==> src/rtl/pipeline_ctrl.sv <==
// pipeline_ctrl -- sequencing and hazard controller for the 5-stage pipeline.
//
// Holds the pipeline in a start-up flush after reset. It then decodes load-use
// hazards, taken branches and data-memory stalls into load enables, flushes and
// bubbles. A memory access that never completes locks the pipe in a sticky
// fault that only reset clears.
//
// Ports:
//   clk, rst_n          clock (rising edge), asynchronous active-low reset
//   ID_EX_mem_read/_rt  load in EX and its destination register
//   IF_ID_rs/_rt        source fields of the instruction in ID
//   EX_branch_taken     branch resolved taken in EX
//   MEM_mem_read/_write MEM stage memory access, mem_ready = access completes
//   startin             synchronous clear to all pipeline registers
//   pc_write            PC load enable
//   IF_ID_write         IF/ID load enable
//   IF_ID_flush         zero IF/ID
//   ID_EX_bubble        zero the ID/EX control fields
//   pipe_hold           hold ID/EX, EX/MEM and MEM/WB
//   stall_count         saturating count of cycles with pc_write low (after INIT)
//   mem_error           sticky memory-timeout fault
module pipeline_ctrl #(
  parameter int INIT_FLUSH_CYCLES = 4,
  parameter int MEM_TIMEOUT       = 15,
  parameter int STALL_CNT_W       = 16
) (
  input  logic                   clk,
  input  logic                   rst_n,
  input  logic                   ID_EX_mem_read,
  input  logic [4:0]             ID_EX_rt,
  input  logic [4:0]             IF_ID_rs,
  input  logic [4:0]             IF_ID_rt,
  input  logic                   EX_branch_taken,
  input  logic                   MEM_mem_read,
  input  logic                   MEM_mem_write,
  input  logic                   mem_ready,
  output logic                   startin,
  output logic                   pc_write,
  output logic                   IF_ID_write,
  output logic                   IF_ID_flush,
  output logic                   ID_EX_bubble,
  output logic                   pipe_hold,
  output logic [STALL_CNT_W-1:0] stall_count,
  output logic                   mem_error
);

  typedef enum logic [1:0] {ST_INIT, ST_RUN, ST_MEM_WAIT, ST_FAULT} state_t;

  localparam logic [7:0]             INIT_LAST  = 8'(INIT_FLUSH_CYCLES - 1);
  localparam logic [7:0]             WAIT_LIMIT = 8'(MEM_TIMEOUT);
  localparam logic [STALL_CNT_W-1:0] STALL_ONE  = {{(STALL_CNT_W-1){1'b0}}, 1'b1};

  state_t                 state_q, state_d;
  logic [7:0]             init_cnt_q, init_cnt_d;
  logic [7:0]             wait_cnt_q, wait_cnt_d;
  logic [STALL_CNT_W-1:0] stall_count_q, stall_count_d;
  logic                   mem_error_q, mem_error_d;

  logic mem_busy;
  logic load_use;

  assign mem_busy = (MEM_mem_read | MEM_mem_write) & ~mem_ready;
  // Register 0 is hard-wired, so a load targeting it never creates a hazard.
  assign load_use = ID_EX_mem_read & (ID_EX_rt != 5'd0) &
                    ((ID_EX_rt == IF_ID_rs) | (ID_EX_rt == IF_ID_rt));

  // State register
  always_ff @(posedge clk or negedge rst_n) begin
    if (!rst_n) begin
      state_q       <= ST_INIT;
      init_cnt_q    <= 8'd0;
      wait_cnt_q    <= 8'd0;
      stall_count_q <= '0;
      mem_error_q   <= 1'b0;
    end else begin
      state_q       <= state_d;
      init_cnt_q    <= init_cnt_d;
      wait_cnt_q    <= wait_cnt_d;
      stall_count_q <= stall_count_d;
      mem_error_q   <= mem_error_d;
    end
  end

  // Next-state and counter logic
  always_comb begin
    state_d       = state_q;
    init_cnt_d    = init_cnt_q;
    wait_cnt_d    = wait_cnt_q;
    mem_error_d   = mem_error_q;
    stall_count_d = stall_count_q;

    case (state_q)
      ST_INIT: begin
        if (init_cnt_q == INIT_LAST) begin
          state_d    = ST_RUN;
          init_cnt_d = 8'd0;
        end else begin
          init_cnt_d = init_cnt_q + 8'd1;
        end
      end
      ST_RUN: begin
        // The cycle that discovers the busy memory already counts as wait 1.
        if (mem_busy) begin
          state_d    = ST_MEM_WAIT;
          wait_cnt_d = 8'd1;
        end
      end
      ST_MEM_WAIT: begin
        if (mem_ready) begin
          state_d    = ST_RUN;
          wait_cnt_d = 8'd0;
        end else begin
          wait_cnt_d = wait_cnt_q + 8'd1;
          if (wait_cnt_q == WAIT_LIMIT) begin
            state_d     = ST_FAULT;
            mem_error_d = 1'b1;
          end
        end
      end
      ST_FAULT: begin
        mem_error_d = 1'b1;
      end
      default: begin
        state_d = ST_INIT;
      end
    endcase

    // Any post-flush cycle that does not advance the PC counts as a stall.
    if ((state_q != ST_INIT) && !pc_write && !(&stall_count_q)) begin
      stall_count_d = stall_count_q + STALL_ONE;
    end
  end

  // Output decode (Mealy on the hazard inputs)
  always_comb begin
    startin      = 1'b0;
    pc_write     = 1'b0;
    IF_ID_write  = 1'b0;
    IF_ID_flush  = 1'b0;
    ID_EX_bubble = 1'b0;
    pipe_hold    = 1'b0;

    case (state_q)
      ST_INIT: begin
        startin = 1'b1;
      end
      ST_RUN, ST_MEM_WAIT: begin
        // While waiting, only mem_ready releases the freeze; the access
        // request lines are not re-examined.
        if ((state_q == ST_RUN) ? mem_busy : ~mem_ready) begin
          pipe_hold = 1'b1;
        end else if (EX_branch_taken) begin
          // The ID instruction is wrong-path, so a load-use hit on it is moot.
          pc_write     = 1'b1;
          IF_ID_write  = 1'b1;
          IF_ID_flush  = 1'b1;
          ID_EX_bubble = 1'b1;
        end else if (load_use) begin
          ID_EX_bubble = 1'b1;
        end else begin
          pc_write    = 1'b1;
          IF_ID_write = 1'b1;
        end
      end
      ST_FAULT: begin
        pipe_hold = 1'b1;
      end
      default: begin
        startin = 1'b1;
      end
    endcase
  end

  assign stall_count = stall_count_q;
  assign mem_error   = mem_error_q;

endmodule

==> config.mk <==
export PLATFORM = sky130hd
export DESIGN_NAME = pipeline_ctrl
export DESIGN_NICKNAME = d
export VERILOG_FILES = /design/src/rtl/pipeline_ctrl.sv
export SDC_FILE = /design/constraint.sdc
export NUM_CORES = 1
export LEC_CHECK = 0
export BUFFER_PORTS_ARGS = -buffer_cell sky130_fd_sc_hd__buf_2
export CORE_MARGIN = 1.5
export CORE_UTILIZATION = 40
export CTS_CLUSTER_DIAMETER = 80
export CTS_CLUSTER_SIZE = 25
export DETAILED_ROUTE_END_ITERATION = 7
export PLACE_DENSITY = 0.74
export SLEW_MARGIN = 10
export SYNTH_ARGS = -nofsm -noshare
export SYNTH_HDL_FRONTEND = slang
export SYNTH_SLANG_ARGS = --single-unit
export TNS_END_PERCENT = 1
==> constraint.sdc <==
create_clock -name clk -period 4.6 [get_ports clk]
set_input_delay 0.46 -clock clk [delete_from_list [all_inputs] [get_ports clk]]
set_output_delay 0.46 -clock clk [all_outputs]
set_load 0.02 [all_outputs]
==> impl_metrics.json, run 1 <==
{
  "grt_pass1_wl_um": 6910,
  "dp_hpwl_um": 2970,
  "ys_async_sr_fraction": 1.00,
  "cpMaxStageDelayCell": "dfrtp_1",
  "syn_area_um2": 1960,
  "synth.distinct_cells": 34,
  "grt_pass1_vias": 1575,
  "cts.path.max_buffers": 2,
  "clk_pin_slew_ps": 70,
  "swShare": 0.421,
  "globalRoute.totalOverflow": 0,
  "final_util": 0.490,
  "vias": 1580,
  "antenna_found_initial": 0,
  "fin_skew_ps": 3.08,
  "tns_ps": 0,
  "maxCapViolCount": 0,
  "cp-end-kind": "output port",
  "multi_input_area_um2": 1030,
  "cts_sinks": 35,
  "num_io_pins": 45,
  "ant_nets": 0,
  "dp_slack_ps": 2320,
  "rrSetupSlack_ps": 2310,
  "use_met2": 0.281,
  "worst_pin_slew_ps": 819,
  "seqCellArea_um2": 876,
  "avgSynthCellArea_um2": 9.69,
  "synth_cells": 202,
  "core-area_um2": 4720,
  "p_per_area_nw_per_um2": 500,
  "worstPathArrival_ps": 1970,
  "power_frac_clock": 0.188,
  "grt_use_total": 0.167,
  "drt-pass1-iter-count": 4,
  "start_util": 0.414,
  "cts.hold.buffers_added": 0,
  "insertion_delay_ps": 290,
  "cts_repair_resize_count": 0,
  "grt_max_degree": 36,
  "yosysTopAreaCell": "dfrtp_1",
  "hold_violations": 0,
  "post_cts_buffers": 0,
  "grt-busiest-layer": "met2",
  "syn2layout_area_growth_pct": 18.4,
  "leakagePower_nw": 1.05,
  "maxSlewHeadroom": 0.438,
  "use_met3": 0.0414,
  "dr.first_iter.drc_count": 72,
  "crit_family": "compound AO/OA/AOI/OAI gates",
  "gp_congestion": 0.802,
  "ys_seq_area_frac": 0.448,
  "required_ps": 4140,
  "cts_buffers": 5,
  "layout_setup_ws_ps": 2170,
  "die_width_um": 72.9,
  "status": "finished clean",
  "startpoint_type": "flip-flop",
  "ys_seq_elements": 35,
  "fmax_mhz": 412,
  "path_buf_inv": 2,
  "globalRouteMet1Util": 0.211,
  "final_nets": 277,
  "finalCritPeriodShare": 0.527,
  "cts_max_level": 2,
  "filler_cell_count": 437,
  "fin_hold_ws_ps": 243,
  "clockRootBuffer": "clkbuf_8",
  "synth_edf_count": 0,
  "crit_type": "flip-flop to output port",
  "vdd_drop_max_mv": 0.330,
  "n_antenna_cell": 0,
  "drive_gt1_frac": 0.225,
  "fp.dieArea_um2": 5320,
  "post-route-drc-count": 0,
  "routed_via_density": 5.00,
  "drv_slew": 0,
  "rsz0062_at_grt": "false",
  "wl_per_cell_um": 12.6,
  "cp_cell_sequence": "inv_1, ha_1, nor3b_1, o21a_1, o31a_1, buf_2",
  "mostFrequentLayoutCell": "buf_2",
  "rows": 25,
  "synth_top_area_frac": 0.448,
  "cts_tree": "yes",
  "seqPwrFrac": 0.374,
  "switching_power_mw": 0.487,
  "ys_top_cells_by_area": "dfrtp_1 (45%), xnor2_1 (8.1%), xor2_1 (5.8%), ha_1 (4.5%), nand4_1 (4.2%)",
  "min_path_type": "input pin to asynchronous set/reset pin",
  "p_int_mw": 0.671,
  "max_stage_delay_ps": 400,
  "synth_warnings": 0,
  "syn-num-nets": 231,
  "wirelength_um": 3970,
  "fp.dieH_um": 72.9,
  "mostFrequentLayoutCells": "buf_2 (44), dfrtp_1 (35), nor2_1 (21), xnor2_1 (18), o21ai_0 (14)",
  "fin_crit_ps": 2430,
  "port_buffers": 44,
  "cp_max_fo": 5,
  "combPwrFrac": 0.438,
  "synth-main-ff-cell": "dfrtp_1",
  "finalSetupViolCount": 0
}
[layout make-up]
type	instances	area share
clock buffers	6	0.0313
clock inverters	2	0.00540
inverters	5	0.00810
multi-input cells	157	0.446
flip-flops and latches	35	0.378
well taps	67	0.0362
repair buffers	44	0.0951
[power groups by stage]
stage | Combinational (mW) | Clock, mW | Sequential (mW)
after floorplan | 0.363 | 0 | 0.464
after global placement | 0.502 | 0 | 0.437
after detailed placement | 0.511 | 0 | 0.439
after CTS | 0.514 | 0.225 | 0.434
after global routing | 0.566 | 0.238 | 0.445
final | 0.507 | 0.218 | 0.433
[kinds of logic (layout without fill, tap and decap cells)]
group,after synthesis,after routing,share of synthesized area
AOI/OAI and AO/OA,28,28,0.0908
xor gates and xnor gates,31,31,0.139
adders and majority gates,7,7,0.0448
buffers and inverters,10,57,0.0249
DFF,35,35,0.448
muxes,5,5,0.0269
and+or+nand+nor,86,86,0.226
[cell usage after synthesis, types with 2 or more instances]
| master | n |
|---|---|
| mux2_2 | 2 |
| ha_1 | 7 |
| nand4_1 | 13 |
| and3_1 | 8 |
| nor3_1 | 7 |
| nor2_1 | 21 |
| dfrtp_1 | 35 |
| nand3_1 | 8 |
| clkbuf_1 | 3 |
| xnor2_1 | 18 |
| a21oi_1 | 4 |
| nor4_1 | 3 |
| o21ai_0 | 14 |
| nand2_1 | 13 |
| nand2b_1 | 7 |
| o21a_1 | 2 |
| mux2i_1 | 3 |
| xor2_1 | 13 |
| or4_1 | 2 |
| inv_1 | 5 |
[flip-flops by register name, indices dropped and copies added (netlist names)]
register     cells
wait_cnt_q       8
mem_error        1
state_q          2
stall_count     16
init_cnt_q       8
[metal layers]
metal  vias to the layer above  wire length (um)  share of wire
met5                         -                 0              0
met4                         0                39         0.0098
met3                         5               150          0.038
met2                        26              1890           0.48
met1                       747              1890           0.48
li1                        802                 -              -
[worst paths after layout]
check	from	to	cells past startpoint
max in group asynchronous	rst_n	stall_count[13]	1
setup / recovery	state_q[1]	pc_write	6
hold reg to reg	init_cnt_q[7]	init_cnt_q[7]	1
hold / removal	rst_n	wait_cnt_q[6]	1
min in group clk	init_cnt_q[7]	init_cnt_q[7]	1
setup reg to reg	state_q[0]	stall_count[1]	5
[stage by stage]
step | power (mW) | cell area, um^2 | cells
2_1_floorplan | 0.827 | 1960 | 202
3_3_place_gp | 0.939 | 2230 | 308
3_5_place_dp | 0.950 | 2230 | 308
4_1_cts | 1.17 | 2320 | 316
5_1_grt | 1.25 | 2320 | 316
6_report | 1.16 | 2320 | 316
(Power assumes the default switching activity.)
==> run 2: changes to the inputs <==
- clock period: 4.6 -> 2.5 ns (I/O delays scaled with it)
==> impl_metrics.json, run 2 (synthesis gave the netlist of run 1 again) <==
{
  "status": "finished clean",
  "clockRootBuffer": "clkbuf_8",
  "rsz0062_at_grt": "false",
  "drt-pass1-iter-count": 4,
  "drv_slew": 0,
  "cts.path.max_buffers": 2,
  "finalSetupViolCount": 0,
  "start_util": 0.414,
  "cts.hold.buffers_added": 0,
  "post-route-drc-count": 0,
  "grt_pass1_vias": 1530,
  "cts_tree": "yes",
  "fmax_mhz": 447,
  "mostFrequentLayoutCell": "buf_2",
  "min_path_type": "input pin to asynchronous set/reset pin",
  "die_width_um": 72.9,
  "num_io_pins": 45,
  "rows": 25,
  "insertion_delay_ps": 290,
  "required_ps": 2250,
  "clk_pin_slew_ps": 70,
  "routed_via_density": 5.01,
  "drive_gt1_frac": 0.227,
  "cp-end-kind": "output port",
  "port_buffers": 44,
  "fp.dieArea_um2": 5320,
  "startpoint_type": "flip-flop",
  "dp.cells": 310,
  "final_nets": 279,
  "mostFrequentLayoutCells": "buf_2 (44), dfrtp_1 (35), nor2_1 (21), xnor2_1 (18), o21ai_0 (14)",
  "fin_skew_ps": 5.35,
  "crit_type": "flip-flop to output port",
  "p_per_area_nw_per_um2": 927,
  "fp.dieH_um": 72.9,
  "cts_max_level": 2,
  "core-area_um2": 4720,
  "fin_cells": 318,
  "dp_hpwl_um": 3050,
  "worstPathArrival_ps": 1990,
  "grt_pass1_wl_um": 6950,
  "globalRoute.totalOverflow": 0,
  "n_antenna_cell": 0,
  "fin_crit_ps": 2240,
  "filler_cell_count": 456,
  "vdd_drop_max_mv": 0.639,
  "cp_max_fo": 5,
  "antenna_found_initial": 0,
  "dr.first_iter.drc_count": 132,
  "layout_setup_ws_ps": 263,
  "syn2layout_area_growth_pct": 18.9,
  "wl_per_cell_um": 12.9,
  "final_util": 0.493,
  "finalCritPeriodShare": 0.895,
  "cts_sinks": 35,
  "post_cts_buffers": 0,
  "largest_reg_flops": 16,
  "vias": 1594,
  "cts_repair_resize_count": 0,
  "leakagePower_nw": 1.06,
  "grt_use_total": 0.173,
  "maxCapViolCount": 0,
  "maxSlewHeadroom": 0.488,
  "dp_slack_ps": 372,
  "grt_max_degree": 36,
  "gp_congestion": 0.857,
  "wirelength_um": 4090,
  "cts_buffers": 5,
  "ant_nets": 0,
  "hold_violations": 0,
  "worst_pin_slew_ps": 768,
  "tns_ps": 0
}
[run 2: cell types whose count changed in the layout (fill, tap and decap cells not counted)]
cell / previous run / this run
buf_4: 0 / 2
clkbuf_1: 1 / 2
clkinvlp_4: 1 / 0
[run 2: per-layer routing]
metal  vias up  wire length [um]  share of wire  GRT usage
li1        805                 -              -          -
met1       753              1910           0.47      0.220
met2        29              1920           0.47      0.274
met3         7               172          0.042     0.0566
met4         0                82          0.020     0.0650
met5         -                 0              0          0
[run 2: report_power, final]
group,switching (mW),leakage [nW],internal [mW]
combinational,0.583,0.565,0.381
clock,0.199,0.0422,0.195
sequential,0.122,0.448,0.676
total,0.905,1.06,1.25
[run 2: worst paths after layout]
check	start	to	slack [ps]	cells past startpoint
setup reg to reg	state_q[1]	stall_count[1]	350	7
hold reg to reg	init_cnt_q[7]	init_cnt_q[7]	480	1
max in group asynchronous	rst_n	init_cnt_q[6]	1980	1
hold / removal	rst_n	wait_cnt_q[7]	30	1
setup / recovery	state_q[1]	pc_write	260	6
min in group clk	mem_ready	wait_cnt_q[1]	380	4
[run 2: area by class of cell]
cell class              count  area (um^2)  area share
multi-input cells         157         1030       0.444
inverters                   5         18.8     0.00806
flip-flops and latches     35          876       0.376
clock buffers               7         76.3      0.0328
well taps                  67         83.8      0.0360
clock inverters             1         5.00     0.00215
repair buffers             46          235       0.101
[run 2: critical path, stage by stage, from the launching register on]
cell and delay (ps):
dfrtp_1 400, inv_1 110, ha_1 250, nor3b_1 310
o21a_1 220, o31a_1 220, buf_2 190
[run 2: per-stage QoR]
step	instance area (um^2)	power [mW]	hold slack (ps)
finish	2330	2.16	33.0
global route	2330	2.33	104
CTS	2330	2.18	63.8
detailed placement	2250	1.77	382
global placement	2250	1.75	379
floorplan	1960	1.52	-45.6
==> run 3: changes to the inputs <==
- ABC_AREA: not set -> 1
- CORE_UTILIZATION: 40 -> 56
- PLACE_DENSITY: 0.74 -> 0.92
- SLEW_MARGIN: 10 -> 40
==> impl_metrics.json, run 3 <==
{
  "status": "finished clean",
  "grt_pass1_wl_um": 8850,
  "min_path_type": "input pin to flip-flop",
  "fin_hold_ws_ps": 233,
  "drt-pass1-iter-count": 4,
  "syn-num-nets": 351,
  "ys_async_sr_fraction": 1.00,
  "fin_cells": 418,
  "drv_slew": 0,
  "largest_reg_flops": 16,
  "maxSlewHeadroom": 0.692,
  "mostFrequentLayoutCells": "nand2_1 (90), inv_1 (44), buf_2 (43), dfrtp_1 (35), nor2_1 (25)",
  "filler_cell_count": 337,
  "vias": 2227,
  "yosysMostFrequentCell": "nand2_1",
  "die_width_um": 68.2,
  "tns_ps": 0,
  "cpMaxStageDelayCell": "dfrtp_1",
  "use_met3": 0.0526,
  "hold_violations": 0,
  "grt_use_total": 0.252,
  "final_nets": 397,
  "startpoint_type": "flip-flop",
  "fin_total_pwr_mw": 2.28,
  "ys_top_cells_by_area": "dfrtp_1 (37%), nand2_1 (14%), inv_1 (6.9%), nand4_1 (6.0%), nor2_1 (3.9%)",
  "cp_cell_sequence": "inv_1, ha_1, inv_2, nand2_1, o21ai_0, buf_2",
  "leakagePower_nw": 1.43,
  "core-area_um2": 4030,
  "yosysTopAreaCell": "dfrtp_1",
  "cp_max_fo": 28,
  "mostFrequentLayoutCell": "nand2_1",
  "clk_pin_slew_ps": 70,
  "maxCapViolCount": 0,
  "use_met2": 0.451,
  "start_util": 0.591,
  "finalCritPeriodShare": 0.915,
  "avgSynthCellArea_um2": 7.39,
  "n_antenna_cell": 0,
  "synth.distinct_cells": 34,
  "syn2layout_area_growth_pct": 14.0,
  "path_buf_inv": 3,
  "cts_sinks": 35,
  "ant_nets": 0,
  "routed_via_density": 5.33,
  "cts_tree": "yes",
  "grt_max_degree": 36,
  "finalSetupViolCount": 0,
  "dp_slack_ps": 494,
  "synth-main-ff-cell": "dfrtp_1",
  "syn_area_um2": 2380,
  "fmax_mhz": 437,
  "synth_warnings": 0,
  "synth_top_area_frac": 0.368,
  "fp.dieArea_um2": 4650,
  "layout_setup_ws_ps": 212,
  "synth_cells": 322,
  "antenna_found_initial": 0,
  "gp_congestion": 0.856,
  "ys_seq_elements": 35,
  "dr.first_iter.drc_count": 189,
  "p_per_area_nw_per_um2": 841,
  "cts_repair_resize_count": 0,
  "cp-end-kind": "output port",
  "port_buffers": 44,
  "ys_seq_area_frac": 0.368,
  "clockRootBuffer": "clkbuf_8",
  "dp_hpwl_um": 3930,
  "max_stage_delay_ps": 390,
  "post-route-drc-count": 0,
  "wl_per_cell_um": 12.7,
  "fin_skew_ps": 8.96,
  "cts.path.max_buffers": 2,
  "dp.cells": 410,
  "synth_edf_count": 0,
  "crit_type": "flip-flop to output port",
  "insertion_delay_ps": 290,
  "cts_buffers": 5,
  "drive_gt1_frac": 0.215,
  "globalRoute.totalOverflow": 0,
  "worstPathArrival_ps": 2040,
  "rsz0062_at_grt": "false",
  "worst_pin_slew_ps": 462,
  "fp.dieH_um": 68.2,
  "synth_common_cells": "nand2_1 (90), inv_1 (44), dfrtp_1 (35)",
  "vdd_drop_max_mv": 0.599,
  "rows": 23,
  "required_ps": 2250,
  "wirelength_um": 5290,
  "globalRouteMet1Util": 0.301,
  "crit_family": "buffers and inverters",
  "num_io_pins": 45,
  "cts_max_level": 2,
  "grt_pass1_vias": 2067,
  "grt-busiest-layer": "met2",
  "fin_crit_ps": 2290
}
-- run 3: cells by family after synthesis --
kind of cell             count (synthesis)  synth area share
adder cells (fa/ha/maj)                  7            0.0368
flip-flops                              35             0.368
buffers and inverters                   61             0.109
AND/OR/NAND/NOR                        182             0.374
XOR/XNOR                                17            0.0626
AO/OA/AOI/OAI                           20            0.0494
-- run 3: path summary, 6_finish.rpt --
path / start / end / slack, ps / cells after the start
worst max-delay path: state_q[0] / pipe_hold / 210 / 6
worst min-delay path: mem_ready / mem_error / 230 / 2
worst max register to register: state_q[0] / init_cnt_q[6] / 440 / 9
worst min register to register: init_cnt_q[7] / init_cnt_q[7] / 480 / 1
max in group asynchronous: rst_n / init_cnt_q[6] / 1730 / 2
min in group asynchronous: rst_n / stall_count[2] / 440 / 2
-- run 3: cell type report --
cell class              count  area [um^2]  share of cell area
clock inverters             1         5.00             0.00185
inverters                  55          210              0.0775
well taps                  50         62.6              0.0231
multi-input cells         226         1240               0.458
repair buffers             45          233              0.0858
flip-flops and latches     35          876               0.323
clock buffers               6         82.6              0.0304
-- run 3: report_power, final --
group / internal [mW] / switching [mW] / total [mW]
sequential: 0.685 / 0.119 / 0.805
clock: 0.216 / 0.207 / 0.423
combinational: 0.334 / 0.718 / 1.05
-- run 3: per-stage QoR --
stage          utilization  cell area, um^2
2_1_floorplan            -             2380
3_3_place_gp         0.648             2610
3_5_place_dp         0.648             2610
4_1_cts              0.670             2700
5_1_grt              0.673             2710
6_report             0.673             2710
-- run 3: what timing repair did --
action | 4_1_cts | 5_1_grt
hold buffers | 0 | 1
hold endpoints to repair | 0 | 35
setup buffers | 0 | 0
-- run 3: routing by layer --
metal  wire length, um  vias up
li1                  -     1121
met1              2220     1031
met2              2670       66
met3               326        9
met4                75        0
met5                 0        -
